==> src/rtl/pc_sequencer.sv <==
// pc_sequencer: architectural PC with valid/ready fetch handshake,
// retire counter and optional misaligned-target trap.
//
// Build option: define MISALIGN_TRAP_EN to enable the TRAP state,
// trap/trap_addr outputs and the redirect to TRAP_VECTOR.
//
// Ports:
//   clk, rst_n       clock, async active-low reset
//   PCSrc            1: next PC = PCTarget, 0: next PC = PC+4
//   PCTarget         branch/jump target
//   stall            hazard hold (beats fetch_ready)
//   fetch_ready      imem accepts PC
//   trap_clr         trap acknowledge pulse
//   PC, PCPlus4      current PC and PC+4
//   fetch_valid      PC is a valid fetch request
//   trap, trap_addr  sticky trap flag and offending target
//   retire_cnt       accepted fetch count
module pc_sequencer #(
  parameter logic [31:0] RESET_VECTOR = 32'h0000_0000,
  parameter logic [31:0] TRAP_VECTOR  = 32'h0000_0100
) (
  input  logic        clk,
  input  logic        rst_n,
  input  logic        PCSrc,
  input  logic [31:0] PCTarget,
  input  logic        stall,
  input  logic        fetch_ready,
  input  logic        trap_clr,
  output logic [31:0] PC,
  output logic [31:0] PCPlus4,
  output logic        fetch_valid,
  output logic        trap,
  output logic [31:0] trap_addr,
  output logic [31:0] retire_cnt
);

  typedef enum logic [1:0] {
    BOOT  = 2'd0,
    FETCH = 2'd1,
    TRAP  = 2'd2
  } state_t;

  state_t      state;
  logic [31:0] nxt_tgt;
  logic [31:0] nxt_pc;
  logic        accept;

  assign PCPlus4 = PC + 32'd4;
  assign accept  = fetch_ready & ~stall;

`ifdef MISALIGN_TRAP_EN
  logic misalign;

  assign misalign = PCSrc & (PCTarget[1:0] != 2'b00);
  assign nxt_tgt  = PCTarget;
`else
  // Without the trap, low target bits are simply dropped.
  logic unused_in;

  assign nxt_tgt   = {PCTarget[31:2], 2'b00};
  assign unused_in = ^{trap_clr, PCTarget[1:0]};
  assign trap      = 1'b0;
  assign trap_addr = 32'h0;
`endif

  assign nxt_pc = PCSrc ? nxt_tgt : PCPlus4;

  always_ff @(posedge clk or negedge rst_n) begin
    if (!rst_n) begin
      state       <= BOOT;
      PC          <= RESET_VECTOR;
      fetch_valid <= 1'b0;
      retire_cnt  <= 32'h0;
`ifdef MISALIGN_TRAP_EN
      trap        <= 1'b0;
      trap_addr   <= 32'h0;
`endif
    end else begin
      unique case (state)
        BOOT: begin
          state       <= FETCH;
          fetch_valid <= 1'b1;
        end
        FETCH: begin
          if (accept) begin
            retire_cnt <= retire_cnt + 32'd1;
`ifdef MISALIGN_TRAP_EN
            if (misalign) begin
              // Fetch still retires; PC parks at the vector.
              PC          <= TRAP_VECTOR;
              trap_addr   <= PCTarget;
              trap        <= 1'b1;
              fetch_valid <= 1'b0;
              state       <= TRAP;
            end else begin
              PC <= nxt_pc;
            end
`else
            PC <= nxt_pc;
`endif
          end
        end
        TRAP: begin
`ifdef MISALIGN_TRAP_EN
          if (trap_clr) begin
            trap        <= 1'b0;
            fetch_valid <= 1'b1;
            state       <= FETCH;
          end
`else
          fetch_valid <= 1'b1;
          state       <= FETCH;
`endif
        end
        default: begin
          state       <= BOOT;
          fetch_valid <= 1'b0;
        end
      endcase
    end
  end

endmodule

==> config.mk <==
export PLATFORM = sky130hd
export DESIGN_NAME = pc_sequencer
export DESIGN_NICKNAME = d
export VERILOG_FILES = /design/src/rtl/pc_sequencer.sv
export SDC_FILE = /design/constraint.sdc
export NUM_CORES = 1
export LEC_CHECK = 0
export ABC_AREA = 1
export ABC_CLOCK_PERIOD_IN_PS = 2000
export CAP_MARGIN = 30
export CORE_MARGIN = 2
export CORE_UTILIZATION = 35
export CTS_CLUSTER_DIAMETER = 150
export DETAILED_ROUTE_END_ITERATION = 7
export PLACE_DENSITY = 0.62
export SLEW_MARGIN = 20
export SYNTH_ARGS = -nofsm -noshare
export SYNTH_HDL_FRONTEND = slang
export SYNTH_SLANG_ARGS = --single-unit
==> constraint.sdc <==
create_clock -name clk -period 2 [get_ports clk]
set_input_delay 0.4 -clock clk [delete_from_list [all_inputs] [get_ports clk]]
set_output_delay 0.4 -clock clk [all_outputs]
set_load 0.01 [all_outputs]
== Word-level counts from Yosys, hierarchy flattened ==
Cells that the tools add are included.

* Add/sub/neg operators: 2
* Bitwise logic cells: 2
* Multiplexer cells: 3
* Reductions and logical operators: 3
* Eq/ne operators: 2

{| class="wikitable"
|+ Operator list
! operator !! count
|-
| $add A32 B1 Y32 const B || 1
|-
| $add A32 B3 Y32 const B || 1
|-
| $mux W32 || 1
|-
| $pmux W2 S2 || 1
|-
| $eq A2 B1 Y1 const B || 1
|-
| $eq A2 B2 Y1 const B || 1
|-
| $logic_not A2 Y1 || 1
|-
| $pmux W1 S2 || 1
|-
| $reduce_and A2 Y1 || 1
|-
| $reduce_or A2 Y1 || 1
|-
| $and A1 B1 Y1 || 1
|-
| $not A1 Y1 || 1
|}

* Word-level logic and storage cells: 16
* Output and inout bits: 130
* Bits in registers: 67
* Input port bits: 38

== Longest topological paths before layout ==
Gate-level depths: netlist of run 1.

* Depth after elaboration: 3
* Gate-level depth with buffers: 11
* Mapped depth without buffers: 11

== Worst setup path after synthesis of run 1 ==
No wires, ideal clock.

* Path type: register to output
* Start point: reg PC[3]
* End point: out PCPlus4[14]
* Data required time: 1.600 ns
* Slack: 0.261 ns
* Stages on the path, launching flop included: 8
* Data arrival time: 1.339 ns
* Cell sequence: dfrtp_1 > ha_1 > nand2_1 > nor2_2 > nand2_2 > nor2_1 > nand2_1 > and2_1

* Word-level cells in the longest chain between the ends: 1

{| class="wikitable"
|+ RTL lines
! what !! RTL line !! source
|-
| start, declared || 29 || <nowiki>output logic [31:0] PC,</nowiki>
|-
| start signal, assigned || 99 || <nowiki>PC <= nxt_pc;</nowiki>
|-
| $add A32 B3 Y32 || 48 || <nowiki>assign PCPlus4 = PC + 32'd4;</nowiki>
|-
| end, declared || 30 || <nowiki>output logic [31:0] PCPlus4,</nowiki>
|}

Every way passes these cells.

== Worst setup path in the final report of run 1 ==
* Start point: reg PC[2]
* End point: out PCPlus4[18]

Same word-level chain as after synthesis.

==> run summary, run 1 <==
Outcome = finished with violations
Violations in the final reports = negative setup slack
Commonest non-fill, non-tap cell in the layout = sky130_fd_sc_hd__nand2_1
Total power density per cell area = 769 nW/um^2
Post-DRT Antenna Nets = 0
Total number of H-tree levels = 3
Total wirelength of the detailed-routed design = 14600 um
Final Setup Violations = 27
RSZ-0062 raised after global routing = yes
Power, Total = 5.48 mW
Setup TNS = -3.24 ns
VDD IR max = 0.450 mV
Adder and majority cell fraction of the synthesized area = 0.00561
Xor-xnor portion of the synthesized cell area = 0.0625
Final worst hold slack = 0.0744 ns
Endpoint kind of the worst setup timing path = output port
DRT Pass-1 Iters = 5
Clock tree from TritonCTS = built
Layout cell share with drive strength beyond 1 = 0.271
Hpwl dp = 10000 um
Hold Vio Cnt, Final = 0
Largest delay contributor family on the critical path = simple AND/OR/NAND/NOR gates
DIE AREA = 13700 um^2
Clock latency on the worst-skew pair = 0.34 ns
Post-Syn Area per Cell = 6.81 um^2
Data arrival at the endpoint of the critical path = 1.81 ns
Area used by multi-input combinational logic = 2810 um^2
Layout Nets = 923
Total standard cell area after synthesis = 4460 um^2
Post-synthesis mux area share = 0
Share of synthesized area occupied by flip-flops and latches = 0.353
Startpoint class of the critical path = register
Number of library cell types mapped by synthesis = 34
CTS max path bufs = 2
Crit Path Class = reg2out
Largest net degree at the start of global routing = 64
List of cells traversed by the critical path = ha_4, nand2_4, nor2_4, nand2_4, nor2_4, buf_6, nand2_4, and2_4, buf_6
CTS sink cnt = 63
Maximum operating frequency = 452 MHz
Number of synthesized register bits = 63
Buffer type at the clock tree root = sky130_fd_sc_hd__clkbuf_16
Antenna violations before repair = 0
Die W = 117 um
Cell repeated most along the worst path = sky130_fd_sc_hd__nand2_4
Period minus WS final = 2.21 ns
Largest family of logic cells by synthesized area = simple AND/OR/NAND/NOR gates
Total number of vias = 4904
Final worst-path setup slack = -0.215 ns
Area added between synthesis and finish = 59.7%
Post-synth ARST share = 1.00
Wire length of the first global-routing pass = 22500 um
Commonest cells after routing, fill and taps aside = sky130_fd_sc_hd__nand2_1 (196), sky130_fd_sc_hd__clkdlybuf4s50_1 (96), sky130_fd_sc_hd__nor2_1 (89)
EDFF count, synth = 0
Slowest-stage cell, CP = sky130_fd_sc_hd__dfrtp_1
Number of DRC violations after detailed routing = 0
Static leakage = 3.43 nW
Placeable Area = 12500 um^2
Clock slew seen by the registers of the worst setup and hold paths = 0.05 ns
Die Y = 117 um
Via count of the first global-routing pass = 4690
Required time of the critical path = 1.60 ns
Simple-gate share of the synthesized area = 0.406
Worst hold path class = in2async
Placement Rows = 41
Max-slew violation total from the final report = 0
Antenna diodes = 0
Clock Skew = 0.00364 ns
Tcrit/Tclk final = 1.11
Cts bufs inserted = 9
Post-DR vias/cell = 4.63
DRT iter0 DRCs = 240
Crit path largest cell delay = 0.40 ns
Initial standard-cell utilization of the core = 0.357
Number of buffers inserted by port buffering = 127
Average routed wire per standard cell = 13.8 um
Cells after Synth = 655
Aggregate global-route resource usage = 0.212
Total gr overflow = 0
Filler instances = 1160
Area occupied by registers = 1580 um^2
CP Buf/Inv Count = 2
Number of top-level pins = 168
Final weighted congestion in routability-driven placement = 0.881
Maxcap violations = 0
Number of warnings printed during yosys synthesis = 0
Compound-gate portion of the synthesized area = 0.0530
Largest driver fanout on the critical path = 5
Primary FF master, synth = sky130_fd_sc_hd__dfrtp_1
==> routing by layer <==
layer / vias to the layer above / share of wire / GRT usage
li1: 2420 / - / -
met1: 2286 / 0.41 / 0.250
met2: 171 / 0.51 / 0.379
met3: 27 / 0.063 / 0.0427
met4: 0 / 0.021 / 0.0871
met5: - / 0 / 0
==> cell type report <==
class / count / area share
repair buffers: 231 / 0.287
well taps: 172 / 0.0302
clock inverters: 4 / 0.00667
inverters: 52 / 0.0277
flip-flops and latches: 63 / 0.221
multi-input cells: 526 / 0.395
clock buffers: 11 / 0.0327
==> worst reg2reg max path, delay by kind of cell (launching register included) <==
family        cells  cell delay [ns]
fa+ha+maj         1             0.19
buf+inv           8             0.76
flops             1             0.40
simple gates      9             0.65
==> timing repair <==
action / CTS / global route
buffers inserted: 38 / 11
pin swaps: 25 / 20
endpoints found under the setup margin: 29 / 32
hold buffers: 0 / 0
gates resized for setup: 175 / 45
cloned: 0 / 0
hold endpoints to repair: 0 / 0
==> logic make-up (layout without fill, tap and decap cells) <==
kind of cell	Yosys count	after routing
xor+xnor	31	31
other cells	2	38
fa+ha+maj	2	2
compound gates	42	42
buf+inv	102	298
flops	63	63
simple gates	413	413
==> sequential cells by signal, indices dropped and copies added, names as in the netlist <==
| register | cells |
|---|---|
| fetch_valid | 1 |
| retire_cnt | 32 |
| PC | 30 |
==> path summary, 6_finish.rpt <==
path	start	to	slack [ns]	depth (start not counted)
worst max-delay path	PC[2]	PCPlus4[18]	-0.21	9
worst min-delay path	rst_n	PC[7]	0.07	2
worst max register to register	PC[2]	PC[24]	-0.12	18
worst min register to register	retire_cnt[17]	retire_cnt[17]	0.52	1
max in group asynchronous	rst_n	retire_cnt[22]	1.62	2
min in group clk	retire_cnt[17]	retire_cnt[17]	0.52	1
==> synth_stat cells, types with 2 or more instances <==
library cell | instances | area share
sky130_fd_sc_hd__nand4_1 | 6 | 0.0084
sky130_fd_sc_hd__nor2_2 | 12 | 0.017
sky130_fd_sc_hd__inv_1 | 50 | 0.042
sky130_fd_sc_hd__nand3_2 | 3 | 0.0067
sky130_fd_sc_hd__nand3b_1 | 4 | 0.0067
sky130_fd_sc_hd__conb_1 | 2 | 0.0017
sky130_fd_sc_hd__o21ai_0 | 7 | 0.0078
sky130_fd_sc_hd__nor3_2 | 2 | 0.0045
sky130_fd_sc_hd__nand2_4 | 2 | 0.0050
sky130_fd_sc_hd__ha_1 | 2 | 0.0056
sky130_fd_sc_hd__dfrtp_1 | 63 | 0.35
sky130_fd_sc_hd__nand2_2 | 6 | 0.0084
sky130_fd_sc_hd__xnor2_1 | 13 | 0.026
sky130_fd_sc_hd__nor3_1 | 3 | 0.0034
sky130_fd_sc_hd__buf_4 | 37 | 0.062
sky130_fd_sc_hd__nand2_1 | 223 | 0.19
sky130_fd_sc_hd__o21bai_1 | 4 | 0.0067
sky130_fd_sc_hd__a22oi_1 | 4 | 0.0067
sky130_fd_sc_hd__a21oi_1 | 23 | 0.026
sky130_fd_sc_hd__nor2_4 | 7 | 0.018
sky130_fd_sc_hd__clkbuf_1 | 9 | 0.0076
sky130_fd_sc_hd__buf_2 | 4 | 0.0045
sky130_fd_sc_hd__nor2_1 | 97 | 0.082
sky130_fd_sc_hd__and2_1 | 7 | 0.0098
sky130_fd_sc_hd__nand3_1 | 40 | 0.045
sky130_fd_sc_hd__xor2_1 | 17 | 0.033
==> report_power, final <==
| group | switching [mW] | internal (mW) |
|---|---|---|
| logic | 1.13 | 1.19 |
| clock network | 0.573 | 0.953 |
| registers | 0.197 | 1.45 |
| total | 1.90 | 3.59 |
==> through the flow <==
| step | utilization | instances | area, um^2 | setup slack (ns) |
|---|---|---|---|---|
| CTS | 0.552 | 1050 | 6910 | -0.214 |
| finish | 0.569 | 1059 | 7130 | -0.215 |
| detailed placement | 0.495 | 997 | 6200 | -0.261 |
| global placement | 0.495 | 997 | 6200 | -0.219 |
| global route | 0.569 | 1059 | 7130 | -0.286 |
| floorplan | - | 691 | 4600 | 0.261 |
(Power assumes the default switching activity.)
==> run 2, diff against run 1 <==
--- a/config.mk
+++ b/config.mk
@@ -6,13 +6,12 @@
 export NUM_CORES = 1
 export LEC_CHECK = 0
 export ABC_AREA = 1
-export ABC_CLOCK_PERIOD_IN_PS = 2000
 export CAP_MARGIN = 30
 export CORE_MARGIN = 2
 export CORE_UTILIZATION = 35
 export CTS_CLUSTER_DIAMETER = 150
 export DETAILED_ROUTE_END_ITERATION = 7
-export PLACE_DENSITY = 0.62
+export PLACE_DENSITY = 0.66
 export SLEW_MARGIN = 20
 export SYNTH_ARGS = -nofsm -noshare
 export SYNTH_HDL_FRONTEND = slang
==> run 2 against run 1 <==
Net effect: the flow still finishes with violations (negative setup slack); hold slack worse by 0.019 ns; sequential share of layout area fell by 0.44 points; count of clock-buffer cells in the layout is 2 lower; maximum frequency down 0.73%; clock power up 12%.
==> run summary, run 2 (synthesized netlist as in run 1, its figures left out) <==
Startpoint class of the critical path = register (unchanged)
Final worst-path setup slack = -0.231 ns (was -0.215 ns)
Crit Path Class = reg2out (unchanged)
Total number of vias = 4875 (was 4904)
Required time of the critical path = 1.60 ns (about the same)
Largest driver fanout on the critical path = 6 (was 5)
Slowest-stage cell, CP = sky130_fd_sc_hd__dfrtp_1 (unchanged)
Die W = 117 um (unchanged)
Layout Nets = 942 (was 923)
Total number of H-tree levels = 3 (unchanged)
Filler instances = 1182 (was 1160)
Placement Rows = 41 (unchanged)
Maximum operating frequency = 448 MHz (was 452 MHz)
Commonest cells after routing, fill and taps aside = sky130_fd_sc_hd__nand2_1 (204), sky130_fd_sc_hd__buf_4 (102), sky130_fd_sc_hd__clkdlybuf4s50_1 (96) (was sky130_fd_sc_hd__nand2_1 (196), sky130_fd_sc_hd__clkdlybuf4s50_1 (96), sky130_fd_sc_hd__nor2_1 (89))
Total non-filler cell area in the finished layout = 7280 um^2 (was 7130 um^2)
Antenna violations before repair = 0 (unchanged)
Die Y = 117 um (unchanged)
Max FFs per register = 32 (unchanged)
Period minus WS final = 2.23 ns (was 2.21 ns)
Reg-to-reg critical path endpoint = PC[26] (was PC[24])
Largest regs = retire_cnt: 32 flops, PC: 30 flops, fetch_valid: 1 flops (unchanged)
Post-DR vias/cell = 4.52 (was 4.63)
Area used by multi-input combinational logic = 2760 um^2 (was 2810 um^2)
Post-DRT Antenna Nets = 0 (unchanged)
Placeable Area = 12500 um^2 (unchanged)
Total wirelength of the detailed-routed design = 14400 um (was 14600 um)
Final weighted congestion in routability-driven placement = 0.833 (was 0.881)
Via count of the first global-routing pass = 4524 (was 4690)
Final Setup Violations = 29 (was 27)
Clock tree from TritonCTS = built (unchanged)
DIE AREA = 13700 um^2 (unchanged)
Number of DRC violations after detailed routing = 0 (unchanged)
Crit path largest cell delay = 0.41 ns (was 0.40 ns)
RSZ-0062 raised after global routing = yes (unchanged)
Violations in the final reports = negative setup slack (unchanged)
CTS max path bufs = 2 (unchanged)
CTS sink cnt = 63 (unchanged)
Area occupied by registers = 1580 um^2 (about the same)
Startpoint of the lowest-slack register-to-register path = PC[5] (was PC[2])
DRT iter0 DRCs = 249 (was 240)
Average routed wire per standard cell = 13.4 um (was 13.8 um)
Worst-case register-to-register setup slack = -0.19 ns (was -0.12 ns)
Commonest non-fill, non-tap cell in the layout = sky130_fd_sc_hd__nand2_1 (unchanged)
Maxcap violations = 0 (unchanged)
Total gr overflow = 0 (unchanged)
Outcome = finished with violations (unchanged)
Top reg by flops = retire_cnt (unchanged)
Initial standard-cell utilization of the core = 0.357 (unchanged)
Number of buffers inserted by port buffering = 127 (unchanged)
Data arrival at the endpoint of the critical path = 1.83 ns (was 1.81 ns)
Buffer type at the clock tree root = sky130_fd_sc_hd__clkbuf_16 (unchanged)
Antenna diodes = 0 (unchanged)
Hold Vio Cnt, Final = 0 (unchanged)
Wire length of the first global-routing pass = 21900 um (was 22500 um)
DRT Pass-1 Iters = 5 (unchanged)
Cts bufs inserted = 9 (unchanged)
Worst hold path class = in2async (unchanged)
Max-slew violation total from the final report = 0 (unchanged)
Path depth of the worst reg2reg path = 18 (unchanged)
Layout cell share with drive strength beyond 1 = 0.279 (was 0.271)
VDD IR max = 0.583 mV (was 0.450 mV)
Tcrit/Tclk final = 1.12 (was 1.11)
Cell area after placement = 6240 um^2 (was 6200 um^2)
Aggregate global-route resource usage = 0.208 (was 0.212)
Number of hold buffers added after cts = 0 (unchanged)
Endpoint kind of the worst setup timing path = output port (unchanged)
Clock latency on the worst-skew pair = 0.34 ns (about the same)
Clock slew seen by the registers of the worst setup and hold paths = 0.06 ns (was 0.05 ns)
Clock Skew = 0.00643 ns (was 0.00364 ns)
Total power density per cell area = 785 nW/um^2 (was 769 nW/um^2)
Area added between synthesis and finish = 63.0% (was 59.7%)
Cell repeated most along the worst path = sky130_fd_sc_hd__buf_6 (was sky130_fd_sc_hd__nand2_4)
List of cells traversed by the critical path = buf_6, inv_6, nor2_8, nand2_8, nor2_4, buf_6, buf_6, nand2_4, nand2_4, nand2_1, buf_2 (was ha_4, nand2_4, nor2_4, nand2_4, nor2_4, buf_6, nand2_4, and2_4, buf_6)
Largest net degree at the start of global routing = 64 (unchanged)
Static leakage = 3.54 nW (was 3.43 nW)
Hpwl dp = 9640 um (was 10000 um)
Post-Place Setup Slack = -0.254 ns (was -0.261 ns)
Number of top-level pins = 168 (unchanged)
run 2: changes by cell type in the layout (fill, tap and decap cells not counted), moves of 2 or more:
cell                       delta
sky130_fd_sc_hd__nand2_2     -10
sky130_fd_sc_hd__inv_6        +2
sky130_fd_sc_hd__inv_2        -2
sky130_fd_sc_hd__nor2_2       +4
sky130_fd_sc_hd__o21ai_1      +2
sky130_fd_sc_hd__nand2_1      +8
sky130_fd_sc_hd__buf_2        -2
sky130_fd_sc_hd__buf_4       +18
sky130_fd_sc_hd__clkbuf_2     +2
sky130_fd_sc_hd__nor2_4       -2
sky130_fd_sc_hd__nor2_1       -2
sky130_fd_sc_hd__clkbuf_1     -2
sky130_fd_sc_hd__nand2_4      +2
run 2: stage by stage:
stage | power, mW | setup TNS, ns | std cells | hold WS, ns | util
3_5_place_dp | 3.63 | -4.06 | 1000 | 0.449 | 0.498
2_1_floorplan | 2.52 | 0 | 691 | 0.104 | -
3_3_place_gp | 3.61 | -3.27 | 1000 | 0.449 | 0.498
4_1_cts | 5.61 | -3.76 | 1066 | 0.0866 | 0.566
6_report | 5.71 | -4.00 | 1079 | 0.0553 | 0.581
5_1_grt | 6.02 | -6.92 | 1079 | 0.0932 | 0.581
run 2: worst max-delay path by stage:
stage	startpoint	end	slack, ns	depth (start not counted)
after CTS	PC[3]	PCPlus4[14]	-0.22	8
after global placement	PC[2]	PCPlus4[30]	-0.21	8
after global routing	PC[2]	PC[26]	-0.32	18
after floorplan	PC[3]	PCPlus4[14]	0.26	7
after detailed placement	PC[2]	PCPlus4[14]	-0.25	8
final	PC[2]	PCPlus4[25]	-0.23	11
run 2: cell type report:
class	count	area share
clock buffers	9	0.0310
clock inverters	7	0.0131
inverters	52	0.0279
multi-input cells	526	0.379
flip-flops and latches	63	0.217
well taps	172	0.0296
repair buffers	250	0.302
run 2: metal layers:
| layer | vias up | part of all wire | GRT usage |
|---|---|---|---|
| met4 | 0 | 0.022 | 0.0651 |
| met2 | 170 | 0.50 | 0.361 |
| met1 | 2229 | 0.42 | 0.255 |
| li1 | 2456 | - | - |
| met3 | 20 | 0.055 | 0.0530 |
| met5 | - | 0 | 0 |
run 2: timing repair:
action	CTS	global route
gates resized for setup	176	37
setup buffers	52	14
endpoints found under the setup margin	29	32
pin swaps	36	26
run 2: critical path: cells and delay by family, from the launching register on:
kind	cells	cell delay, ns
flops	1	0.41
simple gates	6	0.54
buf+inv	5	0.53
run 2: where the power goes:
part | total, mW | internal, mW | switching (mW) | leakage, nW
Clock | 1.71 | 1.09 | 0.616 | 0.156
Combinational | 2.36 | 1.25 | 1.12 | 2.60
Sequential | 1.64 | 1.45 | 0.192 | 0.779
Total | 5.71 | 3.78 | 1.92 | 3.54
